## src/rtl/wormhole_output_arbiter.sv

```systemverilog
// Per-output-port switch allocator for the wormhole router: round-robin arbitration
// among heads routed here, then a head-to-tail lock that pops the winner's buffer.
module wormhole_output_arbiter #(
  parameter int unsigned N_PORTS = 5,
  parameter int unsigned FLIT_W  = 64
) (
  input  logic                        clk,
  input  logic                        rst,
  input  logic [N_PORTS-1:0]          req,
  input  logic [N_PORTS*FLIT_W-1:0]   flit_in,
  input  logic                        downstream_on,
  output logic [N_PORTS-1:0]          pop,
  output logic [N_PORTS-1:0]          grant,
  output logic [FLIT_W-1:0]           flit_out,
  output logic                        flit_valid,
  output logic                        err
);

  localparam int unsigned PTR_W  = (N_PORTS > 1) ? $clog2(N_PORTS) : 1;
  localparam logic [1:0]  T_HEAD = 2'b10;

  typedef enum logic {IDLE, LOCKED} state_t;

  state_t               state_q, state_d;
  logic [PTR_W-1:0]     rr_ptr_q, rr_ptr_d;
  logic [PTR_W-1:0]     owner_q, owner_d;
  logic [N_PORTS-1:0]   grant_d;
  logic [FLIT_W-1:0]    flit_out_d;
  logic                 flit_valid_d;
  logic                 err_d;

  logic [N_PORTS-1:0]   eligible;
  logic [N_PORTS-1:0]   misroute;
  logic [PTR_W-1:0]     winner;
  logic                 any_eligible;
  logic [FLIT_W-1:0]    owner_flit;
  logic [1:0]           owner_type;
  logic                 owner_req;

  // Type bit 1 set means HEAD or SINGLE; clear means BODY or TAIL.
  always_comb begin
    eligible = '0;
    misroute = '0;
    for (int unsigned i = 0; i < N_PORTS; i++) begin
      eligible[i] = req[i] &  flit_in[i*FLIT_W + FLIT_W - 1];
      misroute[i] = req[i] & ~flit_in[i*FLIT_W + FLIT_W - 1];
    end
  end

  // Round-robin search starting at rr_ptr.
  always_comb begin
    int unsigned idx;
    idx          = 0;
    winner       = '0;
    any_eligible = 1'b0;
    for (int unsigned k = 0; k < N_PORTS; k++) begin
      idx = (32'(rr_ptr_q) + k) % N_PORTS;
      if (!any_eligible && eligible[idx]) begin
        any_eligible = 1'b1;
        winner       = PTR_W'(idx);
      end
    end
  end

  // Front flit and request of the current owner.
  always_comb begin
    owner_flit = '0;
    owner_req  = 1'b0;
    for (int unsigned i = 0; i < N_PORTS; i++) begin
      if (owner_q == PTR_W'(i)) begin
        owner_flit = flit_in[i*FLIT_W +: FLIT_W];
        owner_req  = req[i];
      end
    end
    owner_type = owner_flit[FLIT_W-1:FLIT_W-2];
  end

  // Next-state and pop logic.
  always_comb begin
    state_d      = state_q;
    rr_ptr_d     = rr_ptr_q;
    owner_d      = owner_q;
    grant_d      = grant;
    flit_out_d   = flit_out;
    flit_valid_d = 1'b0;
    err_d        = 1'b0;
    pop          = '0;
    case (state_q)
      IDLE: begin
        err_d = |misroute;
        if (any_eligible) begin
          owner_d          = winner;
          grant_d          = '0;
          grant_d[winner]  = 1'b1;
          state_d          = LOCKED;
        end
      end
      LOCKED: begin
        if (owner_req && downstream_on) begin
          pop[owner_q] = 1'b1;
          flit_valid_d = 1'b1;
          flit_out_d   = owner_flit;
          // Type bit 0 set means TAIL or SINGLE: release the lock.
          if (owner_type[0]) begin
            state_d  = IDLE;
            grant_d  = '0;
            rr_ptr_d = (owner_q == PTR_W'(N_PORTS - 1)) ? '0 : owner_q + PTR_W'(1);
          end else if (owner_type == T_HEAD) begin
            err_d = 1'b1;
          end
        end
      end
      default: state_d = IDLE;
    endcase
    if (rst) pop = '0;
  end

  always_ff @(posedge clk) begin
    if (rst) begin
      state_q    <= IDLE;
      rr_ptr_q   <= '0;
      owner_q    <= '0;
      grant      <= '0;
      flit_out   <= '0;
      flit_valid <= 1'b0;
      err        <= 1'b0;
    end else begin
      state_q    <= state_d;
      rr_ptr_q   <= rr_ptr_d;
      owner_q    <= owner_d;
      grant      <= grant_d;
      flit_out   <= flit_out_d;
      flit_valid <= flit_valid_d;
      err        <= err_d;
    end
  end

endmodule

```

## config.mk

```make
export PLATFORM = sky130hd
export DESIGN_NAME = wormhole_output_arbiter
export DESIGN_NICKNAME = d
export VERILOG_FILES = /design/src/rtl/wormhole_output_arbiter.sv
export SDC_FILE = /design/constraint.sdc
export NUM_CORES = 1
export LEC_CHECK = 0
export CAP_MARGIN = 5
export CORE_AREA = 2 2 156 158
export CTS_CLUSTER_SIZE = 14
export DETAILED_ROUTE_END_ITERATION = 7
export DIE_AREA = 0 0 158 160
export PLACE_DENSITY = 0.74
export SYNTH_ARGS = -nofsm -noshare
export SYNTH_HDL_FRONTEND = slang
export SYNTH_SLANG_ARGS = --single-unit
```

## constraint.sdc

```tcl
create_clock -name clk -period 6.8 [get_ports clk]
set_input_delay 1.36 -clock clk [delete_from_list [all_inputs] [get_ports clk]]
set_output_delay 1.36 -clock clk [all_outputs]
set_load 0.05 [all_outputs]
```

==> metrics.yaml <==
placement:
  place_hpwl_um: 23800
  gp_congestion: 0.926
  io_buffers: 403
  placed_cell_area_sq_um: 11000
global_routing:
  grt_max_degree: 76
  globalRouteOverflowTotal: 0
  gr-usage-met2_pct: 39.7
  grt_use_total_pct: 24.0
  grt_pass1_vias: 8425
  grt_busiest_layer: "met2"
  grt_pass1_wl_um: 47300
  grt_util_met3_pct: 5.02
  grt_util_met1_pct: 30.4
  antenna_found_initial: 2
clock_tree:
  cts_tree: "built"
  cts_setup_buffers: 0
  clkSinkCount: 78
  cts_inserted_buffers: 9
  clkTransAtPathRegs_ns: 0.07
  clk_path_buf_depth: 2
  clock_latency_ns: 0.35
  ctsResizeCount: 0
  cts-root-buf: "clkbuf_16"
  hold_buffers: 0
  cts_htree_levels: 3
yosys:
  ys_seq_elements: 78
  synth.avg_cell_area_sq_um: 6.90
  async_reset_ff_share_pct: 0
  synth_edf_count: 0
  synthFlopType: "dfxtp_1"
  syn_area_sq_um: 6740
  ys_seq_area_share_pct: 23.2
  yosysUniqueCellTypes: 72
  yosysWarnings: 0
  synth_fp_nets: 1328
  synthCells: 977
sta:
  slew_violations: 0
  worst_clock_skew_ns: 0.0106
  worst_pin_slew_ns: 0.855
  period_share_pct: 84.6
  max_freq_mhz: 174
  rsz0062_at_grt: "no"
  relSlewSlack_pct: 43.0
  fin_crit_ns: 5.75
  tns_ns: 0
  hold_viol_final: 0
  finalSetupViolCount: 0
power_and_ir_drop:
  p_int_uw: 1330
  clock_power_share_pct: 19.6
  p_sw_share_pct: 44.0
  power_frac_comb_pct: 57.7
  peakVddDrop_mv: 0.130
  finalPower_uw: 2380
  p_leak_uw: 0.00399
  cellPowerDensity_nw_per_um2: 212
  seqPwrFrac_pct: 22.8
  switching_power_uw: 1050
finish:
  nFillCells: 2427
  fin_nets: 1665
  drive_above_1_share_pct: 4.55
  final_cell_mix: "402 x clkdlybuf4s50_1, 210 x nor2_1, 87 x a21oi_1"
  layout_commonest_cell: "clkdlybuf4s50_1"
  final_cell_area_sq_um: 11300
  seq_area_sq_um: 1560
  syn2layout_area_growth_pct: 67.1
  multiInputGateArea_sq_um: 4800
detailed_routing:
  vias: 8853
  postRouteWirelength_um: 31300
  wire_per_inst_um: 19.0
  first_pass_iters: 5
  antenna_left: 0
  dr.first_iter.drc_count: 709
  drc_errors: 0
  viasPerCell: 5.38
die:
  start_util_pct: 28.3
  core_area_sq_um: 23800
  rows: 57
  boundaryPins: 404
  die_h_um: 160
  die-area_sq_um: 25300
  dieWidth_um: 158
worst_setup_path:
  endpoint_kind: "primary output"
  worstPathMaxFanout: 7
  crit_required_ns: 5.44
  worstPathArrival_ns: 4.39
  crit-reg2reg-launch: "rr_ptr_q[0]"
  critPathLaunchType: "primary input"
  startpoint: "req[2]"
  critical_path_class: "primary input to primary output"
hold_path:
  hold_path.class: "flip-flop to flip-flop"
  hold_path.startpoint: "grant[4]"
status:
  outcome: "complete, no violations"
run:
  drv_cap: 0
[flip-flops by register name, summed over array words and instances (netlist names)]
register / cells
err: 1
rr_ptr_q: 3
flit_valid: 1
owner_q: 3
grant: 5
state_q: 1
flit_out: 64
[per-stage QoR]
step	hold WS [ns]	instances	utilization, %	worst slack (ns)
global placement	0.444	1627	46.1	1.14
CTS	0.464	1643	47.2	1.06
finish	0.462	1645	47.2	1.05
global route	0.480	1645	47.2	0.864
detailed placement	0.451	1627	46.1	1.06
floorplan	0.485	977	-	1.98
[metal layers]
layer	wire, um	vias up
met1	12800	4084
met2	15000	396
li1	-	4307
met5	0	-
met3	2410	66
met4	1130	0
[layout make-up]
| type | instances | area share, % |
|---|---|---|
| multi-input combinational | 788 | 42.7 |
| timing repair buffer | 417 | 36.7 |
| sequential | 78 | 13.9 |
| tap | 324 | 3.60 |
| clock buffer | 11 | 2.07 |
| inverter | 20 | 0.667 |
| clock inverter | 5 | 0.322 |
| antenna | 2 | 0.0445 |
[worst paths after layout]
check | endpoint | slack (ns) | depth (start not counted)
hold / removal | grant[4] | 0.46 | 2
setup / recovery | pop[1] | 1.05 | 7
setup reg to reg | grant[0] | 1.61 | 20
hold reg to reg | grant[4] | 0.46 | 2
[worst max-delay path, cell delays in order]
cell	delay, ns
clkdlybuf4s50_1	0.62
nor2_1	0.08
o311ai_0	0.59
o2111ai_4	0.24
nor3_1	0.47
and3_1	0.23
clkdlybuf4s50_1	0.80
[cell usage after synthesis, drive strengths merged (3+ instances only)]
cell type,instances,share of area [%]
nor2,211,12
and2,4,0.37
xnor2,9,1.3
o211ai,4,0.45
a21o,3,0.33
and3,6,0.56
a2bb2oi,3,0.39
dfxtp,78,23
nand2b,8,0.74
inv,20,1.1
nor2b,7,0.65
nand3,17,1.3
a21boi,3,0.33
mux2i,9,1.3
o2111ai,3,0.39
or3,7,0.67
o211a,3,0.45
ha,23,4.3
o31ai,5,0.56
nand2,87,4.8
clkbuf,81,4.5
o21ai,78,5.8
nor3,16,1.2
o311ai,64,8.3
mux2,3,0.50
a221oi,65,8.5
o21bai,3,0.39
buf,10,0.78
mux4,3,1.0
a31oi,5,0.46
a21oi,88,6.6
nand3b,3,0.33
a211oi,9,1.1
or4,3,0.33
[cells by family after synthesis]
family | Yosys count | share of synthesized area, %
buffers and inverters | 111 | 6.41
adder cells (fa/ha/maj) | 23 | 4.27
AND/OR/NAND/NOR | 384 | 24.6
XOR/XNOR | 11 | 1.65
AO/OA/AOI/OAI | 355 | 37.1
multiplexers | 15 | 2.84
flip-flops | 78 | 23.2
[power by group through the flow]
stage	Sequential (uW)	Clock (uW)	Combinational, uW
global route	550	497	1480
finish	543	466	1370
global placement	550	0	1350
floorplan	712	0	678
CTS	542	482	1370
detailed placement	552	0	1360
No activity file was read; power rests on OpenSTA's default activity.
==> RTL edit 1: new RTL, config.mk and constraints unchanged <==
Set the parameter `FLIT_W` to 128 (it was 64).
--- a/src/rtl/wormhole_output_arbiter.sv
+++ b/src/rtl/wormhole_output_arbiter.sv
@@ -3,5 +3,5 @@
 module wormhole_output_arbiter #(
   parameter int unsigned N_PORTS = 5,
-  parameter int unsigned FLIT_W  = 64
+  parameter int unsigned FLIT_W  = 128
 ) (
   input  logic                        clk,
Ports: changed (resized flit_in and flit_out); port bits go from 404 to 788. No check against the original RTL was run, so the function may have changed too.
==> RTL edit 1 against the original RTL <==
Area after synthesis increased by 63%; the flow now stops in I/O pin placement (3_2_place_iop).
==> RTL edit 1: results (changes against the original RTL) <==
* Status: did not finish
* Synth Area per Inst at 6.73 um2 (-2.5%)
* Exit stage: I/O pin placement (3_2_place_iop)
* Post-synth ARST share at 0% (unchanged)
* Largest cells by area after synthesis: dfxtp_1 26%, nor2_1 14%, a221oi_1 10%
* Seq/Total Area, Yosys at 25.8% (+2.7 points)
* Yosys cell types at 75 (+4.2%)
* Post-Syn Nets at 2307 (+74%)
* Most used DFF post-synth: dfxtp_1
* Flops & latches, synth at 142 (+82%)
* Cells after Synth at 1636 (+67%)
* Syn. warnings at 0 (unchanged)
* Synth cell count leaders: 413 x nor2_1, 150 x a21oi_1, 150 x clkbuf_1, 150 x nand2_1, 144 x o21ai_0
* Error: [ERROR PPL-0024] Number of IO pins (788) exceeds maximum number of available positions (568). Increase the die perimeter from 636.00um to 1071.68um.
-- RTL edit 1: cell count changes after synthesis, sizes merged, moves of 64 or more --
cell | unedited run | this run
nor2 | 211 | 413
clkbuf | 81 | 150
o21ai | 78 | 145
a221oi | 65 | 131
o311ai | 64 | 129
a21oi | 88 | 152
dfxtp | 78 | 142
-- RTL edit 1: logic make-up after synthesis --
| group | synth area share (%) |
|---|---|
| and+or+nand+nor | 24.3 |
| AOI/OAI and AO/OA | 38.9 |
| buffers and inverters | 6.61 |
| DFF | 25.8 |
| adders and majority gates | 2.62 |
| muxes | 1.16 |
| xor gates and xnor gates | 0.546 |
==> RTL edit 2: new RTL, same settings <==
Without the edit above. The output `err` loses its register stage (`err` becomes a continuous assignment).
--- a/src/rtl/wormhole_output_arbiter.sv
+++ b/src/rtl/wormhole_output_arbiter.sv
@@ -124,5 +124,4 @@
       flit_out   <= '0;
       flit_valid <= 1'b0;
-      err        <= 1'b0;
     end else begin
       state_q    <= state_d;
@@ -132,8 +131,9 @@
       flit_out   <= flit_out_d;
       flit_valid <= flit_valid_d;
-      err        <= err_d;
     end
   end
 
+  assign err = err_d;
+
 endmodule
 
Function: changed (Yosys sat finds a counterexample within 4 cycles, from zero or initial values and one cycle with rst high).
==> RTL edit 2 against the original RTL <==
Final cell count grew 0.18%; area after synthesis is 0.24% lower; wire length up 2.9%; power grew 27%; design area rose by 0.28%; non-clock buffer count is 3 lower; sequential cell count decreased by 1; worst setup slack got worse by 0.28 ns.
==> RTL edit 2: results (changes against the original RTL) <==
* Yosys cell types at 71 (-1.4%)
* Xor/xnor share of the synthesized area at 0.894% (-0.76 points)
* Layout cell share with drive strength beyond 1 at 3.94% (-0.61 points)
* H-tree depth at 3 (unchanged)
* Inserted Clock Buffers at 9 (unchanged)
* Worst reg2reg path depth at 21 (+5.0%)
* Syn. warnings at 0 (unchanged)
* Hold Slack at 0.476 ns (+0.0140 ns)
* Cell Count Post-Placement at 1629 (+0.12%)
* Hold endpoint: grant[2]$_SDFFE_PP0P_
* Internal at 1610 uW (+21%)
* Hold Startpoint: grant[2]$_SDFFE_PP0P_
* DP Wirelength at 24600 um (+3.7%)
* Met1 WL at 13300 um (+3.8%)
* First-pass GRT wire length at 47900 um (+1.4%)
* RR Startpoint: rr_ptr_q[1]$_SDFFE_PP0P_
* Synth cell count leaders: 211 x nor2_1, 91 x nand2_1, 87 x o21ai_0, 81 x clkbuf_1
* Worst Skew at 0.0154 ns (+0.00480 ns)
* Total number of vias at 8907 (+0.61%)
* Seq/Total Area, Yosys at 22.9% (-0.24 points)
* Slew headroom at 34.7% (-8.3 points)
* CP max stage cell: clkdlybuf4s50_1
* Largest cells by area after synthesis: dfxtp_1 23%, nor2_1 12%, a221oi_1 8.6%
* Top Metal Used: met5
* Placed Area at 10900 um2 (-0.32%)
* Largest net degree at the start of global routing at 97 (+28%)
* Port Buffers at 403 (unchanged)
* Post-Syn Nets at 1333 (+0.38%)
* Final nets at 1667 (+0.12%)
* Avg Vias per Cell at 5.40 (+0.43%)
* Adder-Cell Fraction of Synth Area at 4.28% (+0.010 points)
* Leak Pwr at 0.00398 uW (-0.31%)
* Starting DRT DRC Count at 628 (-11%)
* Vias in the first global route at 8320 (-1.2%)
* CP delay by family, top: buffers and inverters
* Max incr delay on CP at 0.79 ns
* Mux share of post-synthesis cell area at 2.33% (-0.51 points)
* Synth Area in Compound Gates at 38.2% (+1.1 points)
* Pre-CTS worst setup slack at 0.797 ns (-0.266 ns)
* RePlAce Congestion at 0.926 (about the same)
* Worst-path clk slew at 0.06 ns
* VDD IR max at 0.181 mV (+39%)
* Cells after Synth at 982 (+0.51%)
* Met2 wire len at 15300 um (+2.4%)
* Resized cells post-CTS at 0 (unchanged)
* CTS Buffer Depth at 2 (unchanged)
* Reg-to-reg endpoint: grant[0]$_SDFFE_PP0P_
* Critical path fanouts, max at 36 (+29)
* DR WL/cell at 19.5 um (+2.7%)
* Met3 wire len at 2630 um (+9.3%)
* Gr usage total at 24.7% (+0.67 points)
* Status: finished, final reports clean
* Crit path DAT at 4.67 ns (+0.28 ns)
* Initial antenna violation count at 5 (+3)
* R2r setup slk at 1.22 ns (-0.39 ns)
RTL edit 2: area by class of cell:
cell class / count / area (um2)
clock buffers: 10 / 239
diodes: 3 / 7.51
inverters: 18 / 67.6
clock inverters: 6 / 93.8
multi-input cells: 796 / 4820
flip-flops and latches: 77 / 1540
fillers: 2435 / 12500
well taps: 324 / 405
repair buffers: 414 / 4110
RTL edit 2: cells by family after synthesis:
family                   after synthesis
XOR/XNOR                               6
adder cells (fa/ha/maj)               23
AO/OA/AOI/OAI                        364
multiplexers                          13
AND/OR/NAND/NOR                      390
flip-flops                            77
buffers and inverters                109
RTL edit 2: tightest hold or removal path, delay by kind of cell, from the launching register on:
| kind | cells | cell delay [ns] |
|---|---|---|
| AND/OR/NAND/NOR | 1 | 0.06 |
| flip-flops | 1 | 0.31 |
| AO/OA/AOI/OAI | 1 | 0.06 |
RTL edit 2: power groups by stage:
stage | Combinational (uW) | Sequential, uW | Clock (uW)
2_1_floorplan | 976 | 812 | 0
3_3_place_gp | 1880 | 586 | 0
3_5_place_dp | 1900 | 589 | 0
4_1_cts | 1900 | 580 | 554
5_1_grt | 2070 | 589 | 571
6_report | 1900 | 580 | 540
RTL edit 2: metal layers:
layer,up-vias,global-route usage (%)
met3,61,5.78
met4,4,8.80
met5,-,0
met2,373,40.6
met1,4150,31.4
li1,4319,-
RTL edit 2: worst max-delay path by stage:
stage | from | endpoint | slack (ns) | cells past startpoint
final | req[0] | pop[0] | 0.77 | 7
after detailed placement | req[0] | pop[1] | 0.80 | 7
after global routing | req[0] | pop[1] | 0.54 | 7
after CTS | req[1] | pop[1] | 0.80 | 7
after floorplan | rr_ptr_q[0]$_SDFFE_PP0P_ | grant[0]$_SDFFE_PP0P_ | 1.53 | 23
after global placement | req[0] | pop[1] | 0.92 | 7
RTL edit 2: metrics by stage:
step / util, % / power (uW)
floorplan: - / 1790
global placement: 45.9 / 2470
detailed placement: 45.9 / 2490
CTS: 47.3 / 3040
global route: 47.4 / 3230
finish: 47.4 / 3020
